### src/rtl/shifter_pipe.sv
// Pipelined barrel shifter for operand 2: LSL/LSR/ASR/ROR/RRX in immediate or register form, with carry-out.
// Operations are decoded into a single right rotate or shift with a fill bit; the mux levels are spread over STAGES registers.
module shifter_pipe #(
  parameter int WIDTH  = 32,
  parameter int NUM_W  = 8,
  parameter int STAGES = 2,
  parameter int TAG_W  = 4
) (
  input  logic             clk,
  input  logic             rst_n,
  input  logic             in_valid,
  output logic             in_ready,
  input  logic [WIDTH-1:0] in_data,
  input  logic             in_carry,
  input  logic [NUM_W-1:0] in_num,
  input  logic [2:0]       in_op,
  input  logic [TAG_W-1:0] in_tag,
  output logic             out_valid,
  input  logic             out_ready,
  output logic [WIDTH-1:0] out_data,
  output logic             out_carry,
  output logic [TAG_W-1:0] out_tag
);

  localparam int          LW  = $clog2(WIDTH);
  localparam logic [31:0] W32 = WIDTH;

  typedef struct packed {
    logic [WIDTH-1:0] dat;
    logic [LW-1:0]    amt;
    logic             left;
    logic             rot;
    logic             fill;
    logic             allf;
    logic             carry;
    logic [TAG_W-1:0] tag;
  } op_t;

  op_t              dec;
  op_t              src      [STAGES];
  op_t              stg_d    [STAGES];
  op_t              stg_q    [STAGES];
  logic             vsrc     [STAGES];
  logic             vld_d    [STAGES];
  logic             vld_q    [STAGES];
  logic             adv;
  logic [31:0]      n_ext;
  logic [LW-1:0]    n_lo;
  logic             msb;
  logic [WIDTH-1:0] out_dat_d;
  logic             out_carry_d;
  logic [TAG_W-1:0] out_tag_d;
  logic [WIDTH-1:0] out_dat_q;
  logic             out_carry_q;
  logic [TAG_W-1:0] out_tag_q;

  function automatic logic [WIDTH-1:0] bitrev(input logic [WIDTH-1:0] d);
    logic [WIDTH-1:0] r;
    for (int i = 0; i < WIDTH; i++) r[i] = d[WIDTH-1-i];
    return r;
  endfunction

  // Applies the shift levels owned by pipeline stage stg; level l moves by 2**l.
  function automatic logic [WIDTH-1:0] shift_part(input logic [WIDTH-1:0] d, input logic [LW-1:0] amt,
                                                 input logic rot, input logic fill, input int stg);
    logic [WIDTH-1:0] r;
    logic [WIDTH-1:0] ins;
    r = d;
    for (int l = 0; l < LW; l++) begin
      if (((l * STAGES) / LW == stg) && amt[l]) begin
        ins = rot ? (r << (WIDTH - (1 << l))) : ({WIDTH{fill}} << (WIDTH - (1 << l)));
        r   = (r >> (1 << l)) | ins;
      end
    end
    return r;
  endfunction

  function automatic logic [WIDTH-1:0] finalize(input op_t o);
    logic [WIDTH-1:0] r;
    r = o.allf ? {WIDTH{o.fill}} : o.dat;
    return o.left ? bitrev(r) : r;
  endfunction

  // Decode: left shifts become right shifts of the bit-reversed operand, carry is picked here.
  always_comb begin
    n_ext     = 32'(in_num);
    n_lo      = n_ext[LW-1:0];
    msb       = in_data[WIDTH-1];
    dec       = '0;
    dec.dat   = in_data;
    dec.carry = in_carry;
    dec.tag   = in_tag;
    if (n_ext == 32'd0) begin
      if (!in_op[0]) begin
        case (in_op[2:1])
          2'b01: begin
            dec.allf  = 1'b1;
            dec.carry = msb;
          end
          2'b10: begin
            dec.allf  = 1'b1;
            dec.fill  = msb;
            dec.carry = msb;
          end
          2'b11: begin
            dec.amt   = LW'(1);
            dec.fill  = in_carry;
            dec.carry = in_data[0];
          end
          default: ;
        endcase
      end
    end else begin
      case (in_op[2:1])
        2'b00: begin
          if (n_ext < W32) begin
            dec.left  = 1'b1;
            dec.dat   = bitrev(in_data);
            dec.amt   = n_lo;
            dec.carry = in_data[LW'(0) - n_lo];
          end else begin
            dec.allf  = 1'b1;
            dec.carry = (n_ext == W32) ? in_data[0] : 1'b0;
          end
        end
        2'b01: begin
          if (n_ext < W32) begin
            dec.amt   = n_lo;
            dec.carry = in_data[n_lo - LW'(1)];
          end else begin
            dec.allf  = 1'b1;
            dec.carry = (n_ext == W32) ? msb : 1'b0;
          end
        end
        2'b10: begin
          dec.fill = msb;
          if (n_ext < W32) begin
            dec.amt   = n_lo;
            dec.carry = in_data[n_lo - LW'(1)];
          end else begin
            dec.allf  = 1'b1;
            dec.carry = msb;
          end
        end
        default: begin
          dec.rot   = 1'b1;
          dec.amt   = n_lo;
          dec.carry = (n_lo == '0) ? msb : in_data[n_lo - LW'(1)];
        end
      endcase
    end
  end

  // Stage boundaries: every stage advances together on adv, bubbles included.
  always_comb begin
    adv     = !vld_q[STAGES-1] || out_ready;
    src[0]  = dec;
    vsrc[0] = in_valid;
    for (int s = 1; s < STAGES; s++) begin
      src[s]  = stg_q[s-1];
      vsrc[s] = vld_q[s-1];
    end
    for (int s = 0; s < STAGES; s++) begin
      stg_d[s]     = src[s];
      stg_d[s].dat = shift_part(src[s].dat, src[s].amt, src[s].rot, src[s].fill, s);
      vld_d[s]     = vsrc[s];
    end
    out_dat_d   = finalize(stg_d[STAGES-1]);
    out_carry_d = stg_d[STAGES-1].carry;
    out_tag_d   = stg_d[STAGES-1].tag;
  end

  always_ff @(posedge clk or negedge rst_n) begin
    if (!rst_n) begin
      for (int s = 0; s < STAGES; s++) vld_q[s] <= 1'b0;
      out_dat_q   <= '0;
      out_carry_q <= 1'b0;
      out_tag_q   <= '0;
    end else if (adv) begin
      for (int s = 0; s < STAGES; s++) vld_q[s] <= vld_d[s];
      out_dat_q   <= out_dat_d;
      out_carry_q <= out_carry_d;
      out_tag_q   <= out_tag_d;
    end
  end

  always_ff @(posedge clk) begin
    if (adv) begin
      for (int s = 0; s < STAGES - 1; s++) stg_q[s] <= stg_d[s];
    end
  end

  assign in_ready  = adv;
  assign out_valid = vld_q[STAGES-1];
  assign out_data  = out_dat_q;
  assign out_carry = out_carry_q;
  assign out_tag   = out_tag_q;

endmodule

### config.mk
export PLATFORM = sky130hd
export DESIGN_NAME = shifter_pipe
export DESIGN_NICKNAME = d
export VERILOG_FILES = /design/src/rtl/shifter_pipe.sv
export SDC_FILE = /design/constraint.sdc
export NUM_CORES = 1
export LEC_CHECK = 0
export BUFFER_PORTS_ARGS = -buffer_cell sky130_fd_sc_hd__buf_2
export CORE_MARGIN = 2
export CORE_UTILIZATION = 50
export DETAILED_ROUTE_END_ITERATION = 10
export MAX_ROUTING_LAYER = met4
export PLACE_DENSITY = 0.74
export SYNTH_ARGS = -nofsm -noshare
export SYNTH_HDL_FRONTEND = slang
export SYNTH_SLANG_ARGS = --single-unit
export TNS_END_PERCENT = 20
### constraint.sdc
create_clock -name clk -period 8.9 [get_ports clk]
set_input_delay 2.67 -clock clk [delete_from_list [all_inputs] [get_ports clk]]
set_output_delay 2.67 -clock clk [all_outputs]
set_load 0.02 [all_outputs]
Word-level counts from Yosys, hierarchy flattened:

Memory sizes are Yosys's and may differ from the RTL's.
Cells that the tools add are included.

* bits in registers: 39
* RAM bits: 92
* output and inout port bits: 39
* logic and storage cells: 71
* memories kept: 1

Memory list
* stg_q: words 2, bits a word 46, read ports 1, clocked after memory_dff 0, write ports 1, line 42 `op_t stg_q [STAGES];`

* $add $sub $neg: 2
* $lt $le $gt $ge: 3
* eq/ne operators: 4
* multiplexer cells: 44
* bitwise gates (word level): 5
* reduce and logical (&&, ||, !) cells: 7

Operators with widths (number)
* 32-bit 2-to-1 mux: 14
* 38-bit 2-to-1 mux: 1
* 16-bit by 32-bit OR with 32-bit output: 1
* 24-bit by 32-bit OR with 32-bit output: 1
* 28-bit by 32-bit OR with 32-bit output: 1
* 30-bit by 32-bit OR with 32-bit output: 1
* 31-bit by 32-bit OR with 32-bit output: 1
* 1-bit 2-to-1 mux: 17
* 5-bit 2-to-1 mux: 3
* 5-bit by 6-bit < comparator with 1-bit output (second input constant): 2
* 1-bit binary-select mux with 5-bit select: 2
* 5-bit one-hot mux with 2 select lines: 1
* 8-bit by 6-bit equality test with 1-bit output (second input constant): 1
* 8-bit logical NOT: 1
* 8-bit by 6-bit < comparator with 1-bit output (second input constant): 1
* 3-bit 2-to-1 mux: 2
* 5-bit logical NOT: 1
* 1-bit by 5-bit subtractor with 5-bit output (first input constant): 1
* 5-bit by 1-bit subtractor with 5-bit output (second input constant): 1
* 2-bit equality test (second input constant): 2
* 1-bit one-hot mux with 2 select lines: 2
* 1-bit one-hot mux with 3 select lines: 1
* 3-bit OR reduction: 1
* 2-bit by 1-bit equality test with 1-bit output (second input constant): 1
* 5 further kinds: 5

Longest topological paths before layout:

Gate-level depths: netlist of the first run.

* depth in word-level cells: 15
* mapped depth: 14

Worst setup path before layout of the first run:

Ideal clock, no wire load.

* path type: input port to output port
* start: input out_ready
* end: output in_ready
* arrival: 4.894 ns
* required time: 6.230 ns
* slack: 1.336 ns
* cell stages on the path: 4
* path buffers: 3
* cell sequence: nand2b_1 -> clkbuf_1 -> buf_1 -> clkbuf_1

* longest elaborated chain between the ends: 1

Ends and longest elaborated chain
* start, declared: line 19 `input logic out_ready,`
* 1-bit logical OR: line 156 `adv = !vld_q[STAGES-1] || out_ready;`
* end, declared: line 12 `output logic in_ready,`

Every way passes these cells.

Worst setup path after layout of the first run:

Same ends and word-level chain as after synthesis.

==> results_dict.tcl, run 1 <==
set metrics [dict create \
    status "finished clean" \
    power_mw 1.33 \
    grt_pass1_wl_um 27100 \
    postSynth.asyncResetShare_pct 47.6 \
    ctsResizeCount 0 \
    dpl-instance-area_um2 7030 \
    dieHeight_um 118 \
    wl_met3_um 916 \
    timing.rr.end "out_data[9]$_DFFE_PN0P_" \
    syn_area_per_cell_um2 9.45 \
    wl_per_cell_um 17.9 \
    path_class "primary input to output pin" \
    antenna_cells 0 \
    clk_pin_slew_ps 70 \
    leakagePower_nw 3.19 \
    vias_per_cell 6.12 \
    grt_pass1_vias 5295 \
    r2r_cells 7 \
    layout_min_cycle_time_ps 6200 \
    dr.pass1.iters 5 \
    max_slew.worst_pin.slew_ps 864 \
    fin_area_um2 7310 \
    yosysSeqAreaShare_pct 34.6 \
    grt_overflow 0 \
    portBuffers 90 \
    post-cts-setup-buffer-count 0 \
    final_cell_mix "mux2i_1, buf_2, a21oi_1" \
    ant_nets 0 \
    top_level_ports 91 \
    setup_viol 0 \
    hold_class "flip-flop to flip-flop" \
    crit_start "out_ready" \
    dp_hpwl_um 12400 \
    drt_iter0_markers 494 \
    max_freq_mhz 161 \
    cp-end-kind "output pin" \
    fp.coreArea_um2 12700 \
    cts_hold_buf 0 \
    fin_crit_sh_pct 69.7 \
    num_vias 5635 \
    place_ws_ps 2570 \
    drt-met1-wl_um 7350 \
    grt_usage_pct 24.4 \
    cts-root-buf "clkbuf_16" \
    p_per_area_nw_per_um2 182 \
    synth_ff_type "edfxtp_1" \
    maxCapViolCount 0 \
    area_growth_pct 11.7 \
    synth_nets 751 \
    ir_drop_uv 102 \
    netlist_area_um2 6550 \
    startpoint_type "primary input" \
    nNetsFinal 802 \
    cp.arrival_ps 3530 \
    drc_errors 0 \
    drt-total-wl_um 16500 \
    worst_slack_ps 2700 \
    synth_cells 693 \
    finalHoldViolations 0 \
    synth.distinct_cells 64 \
    final_common_cell "mux2i_1" \
    synth-seq-cells 82 \
    synth_edf_count 43 \
    clock-sinks 82 \
    cp_max_fo 66 \
    htreeDepth 3 \
    antenna_found_initial 0 \
    met2_length_um 7900 \
    finalClockSkew_ps 9.34 \
    top_layer_used "met4" \
    num_rows 41 \
    tns_ps 0 \
    cts_buffers 9 \
    whs_ps 474 \
    grt_max_degree 67 \
    cts_buffer_depth 2 \
    crit_required_ps 6230 \
    die_area_um2 14000 \
    r2r-start "stg_q[0][7]$_DFFE_PP_" \
    fillers 1167 \
    relSlewSlack_pct 42.4 \
    crit_end "in_ready" \
    yosysWarnings 0 \
    drive_above_1_share_pct 24.0 \
    start_util_pct 51.5 \
    drv_slew 0 \
    cts_tree "yes" \
    rsz0062_at_grt "no" \
    worstSkewPairLatency_ps 340 \
    ff2ff_setup_slack_ps 6680 \
    globalplace.congestion 0.923 \
    dieWidth_um 118 \
]
==> flip-flops by register name (all words and copies together), names as in the netlist <==
signal     flops
stg_q         43
out_data      32
out_tag        4
out_carry      1
out_valid      1
vld_d          1
==> layer usage <==
layer	up-vias	GRT usage [%]
li1	2689	-
met5	-	-
met3	28	3.76
met4	0	6.03
met2	200	39.4
met1	2718	32.5
==> cell usage after synthesis (2+ instances only) <==
master / n / area share, %
mux4_1: 2 / 0.80
nor2_1: 64 / 3.7
nor3_2: 2 / 0.31
nand3_1: 18 / 1.4
buf_1: 4 / 0.23
o21bai_1: 2 / 0.23
ha_1: 6 / 1.1
o22a_1: 8 / 1.1
nand2_1: 58 / 3.3
mux2_2: 32 / 5.5
nand2b_1: 4 / 0.38
buf_2: 13 / 0.99
or2_1: 7 / 0.67
buf_4: 3 / 0.34
dfrtp_1: 39 / 15
edfxtp_1: 43 / 20
a311o_1: 4 / 0.61
mux2i_1: 109 / 17
mux4_2: 16 / 5.5
a21oi_1: 89 / 6.8
nor2b_1: 3 / 0.29
o21ai_1: 3 / 0.23
o21ai_2: 2 / 0.27
and2_1: 4 / 0.38
nor3_1: 4 / 0.31
inv_1: 5 / 0.29
a22oi_1: 2 / 0.23
nor3b_1: 2 / 0.23
or2_2: 2 / 0.19
o21a_1: 5 / 0.57
nand4b_1: 3 / 0.40
a31oi_1: 3 / 0.29
o21ai_0: 55 / 4.2
o211ai_1: 3 / 0.34
inv_2: 2 / 0.11
mux2_1: 2 / 0.34
clkbuf_1: 37 / 2.1
and3_1: 7 / 0.67
==> final cells by class <==
class                      instances  area [um^2]  area share [%]
multi-input combinational        546         4010            54.8
tap                              172          215            2.94
inverter                           7         26.3           0.359
sequential                        82         2270            31.0
timing repair buffer              98          510            6.98
clock inverter                     7         57.6           0.787
clock buffer                       9          225            3.08
==> metrics by stage <==
step                utilization [%]  std cells
floorplan                         -        693
global placement               55.2        905
detailed placement             55.2        905
CTS                            57.5        921
global route                   57.5        921
finish                         57.5        921
==> where the power goes <==
group / switching, mW / internal, mW / leakage [nW]
sequential: 0.0420 / 0.478 / 0.894
combinational: 0.274 / 0.179 / 2.16
clock: 0.160 / 0.194 / 0.142
total: 0.476 / 0.851 / 3.19
==> worst min-delay path by stage <==
stage | cells past startpoint | to | slack, ps | start
after global placement | 1 | out_valid$_DFFE_PN0P_ | 450 | vld_d[0]$_DFFE_PN0P_
after CTS | 1 | out_valid$_DFFE_PN0P_ | 480 | vld_d[0]$_DFFE_PN0P_
after detailed placement | 1 | out_valid$_DFFE_PN0P_ | 460 | vld_d[0]$_DFFE_PN0P_
final | 1 | out_tag[0]$_DFFE_PN0P_ | 470 | stg_q[0][0]$_DFFE_PP_
after global routing | 1 | out_carry$_DFFE_PN0P_ | 490 | stg_q[0][4]$_DFFE_PP_
after floorplan | 1 | out_valid$_DFFE_PN0P_ | 430 | vld_d[0]$_DFFE_PN0P_
==> critical path, stage by stage <==
cell and delay [ps]:
buf_2 80, nand2b_4 500, buf_2 280
==> cell families after synthesis <==
logic type	count (synthesis)	share of synthesized area, %
AOI/OAI and AO/OA	191	17.0
xor gates and xnor gates	2	0.554
adders and majority gates	6	1.15
buffers and inverters	65	4.26
DFF	82	34.6
muxes	161	28.8
and+or+nand+nor	186	13.6
Note: power is estimated with default switching activity, not from simulation.
==> run 2: changes to the inputs <==
--- a/config.mk
+++ b/config.mk
@@ -5,6 +5,7 @@
 export SDC_FILE = /design/constraint.sdc
 export NUM_CORES = 1
 export LEC_CHECK = 0
+export ABC_AREA = 1
 export BUFFER_PORTS_ARGS = -buffer_cell sky130_fd_sc_hd__buf_2
 export CORE_MARGIN = 2
 export CORE_UTILIZATION = 50
==> constraint.sdc (replaced) <==
create_clock -name clk -period 6.4 [get_ports clk]
set_input_delay 1.92 -clock clk [delete_from_list [all_inputs] [get_ports clk]]
set_output_delay 1.92 -clock clk [all_outputs]
set_load 0.02 [all_outputs]
==> results_dict.tcl, run 2 <==
set metrics [dict create \
    syn_area_per_cell_um2 6.71 \
    cts_buffers 9 \
    area_growth_pct 11.1 \
    rsz0062_at_grt "no" \
    final_common_cell "nand2_1" \
    sw_frac_of_total_pct 37.8 \
    nNetsFinal 1089 \
    finalHoldViolations 0 \
    drv_slew 0 \
    synth_common_cells "nand2_1, nand3_1, o21ai_0" \
    drive_above_1_share_pct 13.6 \
    max_freq_mhz 217 \
    synth-seq-cells 82 \
    max_slew.worst_pin.slew_ps 1180 \
    status "finished clean" \
    die_area_um2 14200 \
    antenna_found_initial 0 \
    worstSkewPairLatency_ps 340 \
    finalNonFillerCells 1212 \
    drt-total-wl_um 18000 \
    cp_slowest_cell "clkinv_1" \
    postSynth.asyncResetShare_pct 47.6 \
    fp.coreArea_um2 13100 \
    ctsResizeCount 0 \
    top_level_ports 91 \
    final_cell_mix "nand2_1, nand3_1, o21ai_0" \
    post-cts-setup-buffer-count 0 \
    dieWidth_um 119 \
    dieHeight_um 119 \
    netlist_area_um2 6620 \
    globalplace.congestion 0.939 \
    portBuffers 90 \
    yosysWarnings 0 \
    antenna_cells 0 \
    crit_top_cell "buf_2" \
    grt_pass1_vias 6102 \
    synth_edf_count 43 \
    cts_tree "yes" \
    crit_required_ps 4480 \
    clkPwrFrac_pct 25.5 \
    startpoint_type "primary input" \
    dp_hpwl_um 13700 \
    p_per_area_nw_per_um2 252 \
    synth_top_area_share_pct 19.5 \
    num_vias 6729 \
    start_util_pct 50.6 \
    relSlewSlack_pct 21.3 \
    dr.pass1.iters 5 \
    synth.distinct_cells 44 \
    whs_ps 460 \
    grt_max_degree 100 \
    synth_nets 1044 \
    maxCapViolCount 0 \
    ir_drop_uv 139 \
    clock-sinks 82 \
    wl_per_cell_um 14.8 \
    synth_area_leaders "edfxtp_1, nand2_1, dfrtp_1, nand3_1, o21ai_0" \
    layout_min_cycle_time_ps 4620 \
    seqPwrFrac_pct 40.0 \
    cpPeakStageDelay_ps 360 \
    synth_ff_type "edfxtp_1" \
    drc_errors 0 \
    ant_nets 0 \
    hold_class "flip-flop to flip-flop" \
    cp_max_fo 17 \
    largest_reg_flops 43 \
    num_rows 42 \
    cts_buffer_depth 2 \
    cp.arrival_ps 2700 \
    dp.cells 1196 \
    grt_usage_pct 26.5 \
    synth.most_common_cell "nand2_1" \
    grt_overflow 0 \
    switchingPower_uw 700 \
    p_int_mw 1.15 \
    regMostFlops "stg_q" \
    clk_pin_slew_ps 60 \
    synth_cells 986 \
    power_frac_comb_pct 34.5 \
    cp_top_family "buffers and inverters" \
    cp-end-kind "output pin" \
    yosysSeqAreaShare_pct 34.3 \
    setup_viol 0 \
    yosys.area.top_type "edfxtp_1" \
    leakagePower_nw 3.55 \
    vias_per_cell 5.55 \
    tns_ps 0 \
    path_cells "buf_2, clkinv_1, nand2_4, buf_2" \
    grt_pass1_wl_um 29600 \
    cts-root-buf "clkbuf_16" \
    fillers 1338 \
    cts_hold_buf 0 \
    htreeDepth 3 \
    power_mw 1.85 \
    path_class "primary input to output pin" \
    fin_crit_sh_pct 72.2 \
    drt_iter0_markers 612 \
    crit_buf_inv 3 \
    finalClockSkew_ps 10.2 \
]
## run 2: changes by cell type after synthesis, moves of 16 or more
cell,change
mux4_2,-16
mux2_2,-27
nand2_1,+265
o21ai_0,+36
o21ai_1,+27
nand3_1,+128
inv_1,+57
a21oi_1,-63
nor2_1,-34
mux2i_1,-97
o211ai_1,+16
## run 2: layout make-up
cell class / count / area (um^2) / share of cell area [%]
Clock buffer: 10 / 229 / 3.12
Clock inverter: 6 / 47.5 / 0.647
Inverter: 71 / 269 / 3.66
Multi-Input combinational cell: 769 / 3800 / 51.8
Sequential cell: 82 / 2270 / 30.9
Tap cell: 176 / 220 / 3.00
Timing Repair Buffer: 98 / 510 / 6.95
## run 2: logic make-up (layout without fill, tap and decap cells)
kind of cell	count (synthesis)	in the layout	synth area share (%)
and+or+nand+nor	537	537	35.3
AOI/OAI and AO/OA	207	207	18.0
buffers and inverters	135	185	8.32
DFF	82	82	34.3
muxes	17	17	2.67
adders and majority gates	6	6	1.13
xor gates and xnor gates	2	2	0.265
## run 2: worst min-delay path: cells and delay by family, from the launching register on
kind / cells / cell delay, ps
simple gates: 1 / 50
flops: 1 / 330
buf+inv: 1 / 50
## run 2: power groups by stage
stage               combinational, mW  sequential, mW  clock (mW)
floorplan                       0.391           0.795           0
detailed placement              0.635           0.751           0
global placement                0.629           0.747           0
finish                          0.639           0.740       0.473
global route                    0.714           0.751       0.511
CTS                             0.638           0.740       0.483
## run 2: through the flow
| stage | area, um^2 | setup WS, ps | util (%) |
|---|---|---|---|
| after floorplan | 6620 | 455 | - |
| after global placement | 7070 | 1780 | 54.0 |
| after detailed placement | 7070 | 1760 | 54.0 |
| after CTS | 7350 | 1770 | 56.2 |
| after global routing | 7350 | 1720 | 56.2 |
| final | 7350 | 1780 | 56.2 |
## run 2: worst paths after layout
path                                                 start                        to  slack, ps  depth (start not counted)
worst max register to register  stg_q[0][13]$_SDFFCE_PP0P_  out_data[17]$_DFFE_PN0P_       2530                          6
min in group asynchronous                            rst_n  out_data[30]$_DFFE_PN0P_       1680                          1
worst max-delay path                             out_ready                  in_ready       1780                          4
worst min-delay path                  vld_d[0]$_DFFE_PN0P_     out_valid$_DFFE_PN0P_        460                          2
worst min register to register        vld_d[0]$_DFFE_PN0P_     out_valid$_DFFE_PN0P_        460                          2
max in group asynchronous                            rst_n  out_data[20]$_DFFE_PN0P_       4200                          1
## run 2: layer usage
| metal | wire [um] | up-vias | global-route usage (%) | share of wire [%] |
|---|---|---|---|---|
| met3 | 795 | 37 | 3.30 | 4.4 |
| met4 | 496 | 0 | 8.93 | 2.8 |
| met2 | 8770 | 224 | 45.4 | 49 |
| li1 | - | 3427 | - | - |
| met5 | 0 | - | - | 0 |
| met1 | 7940 | 3041 | 32.6 | 44 |
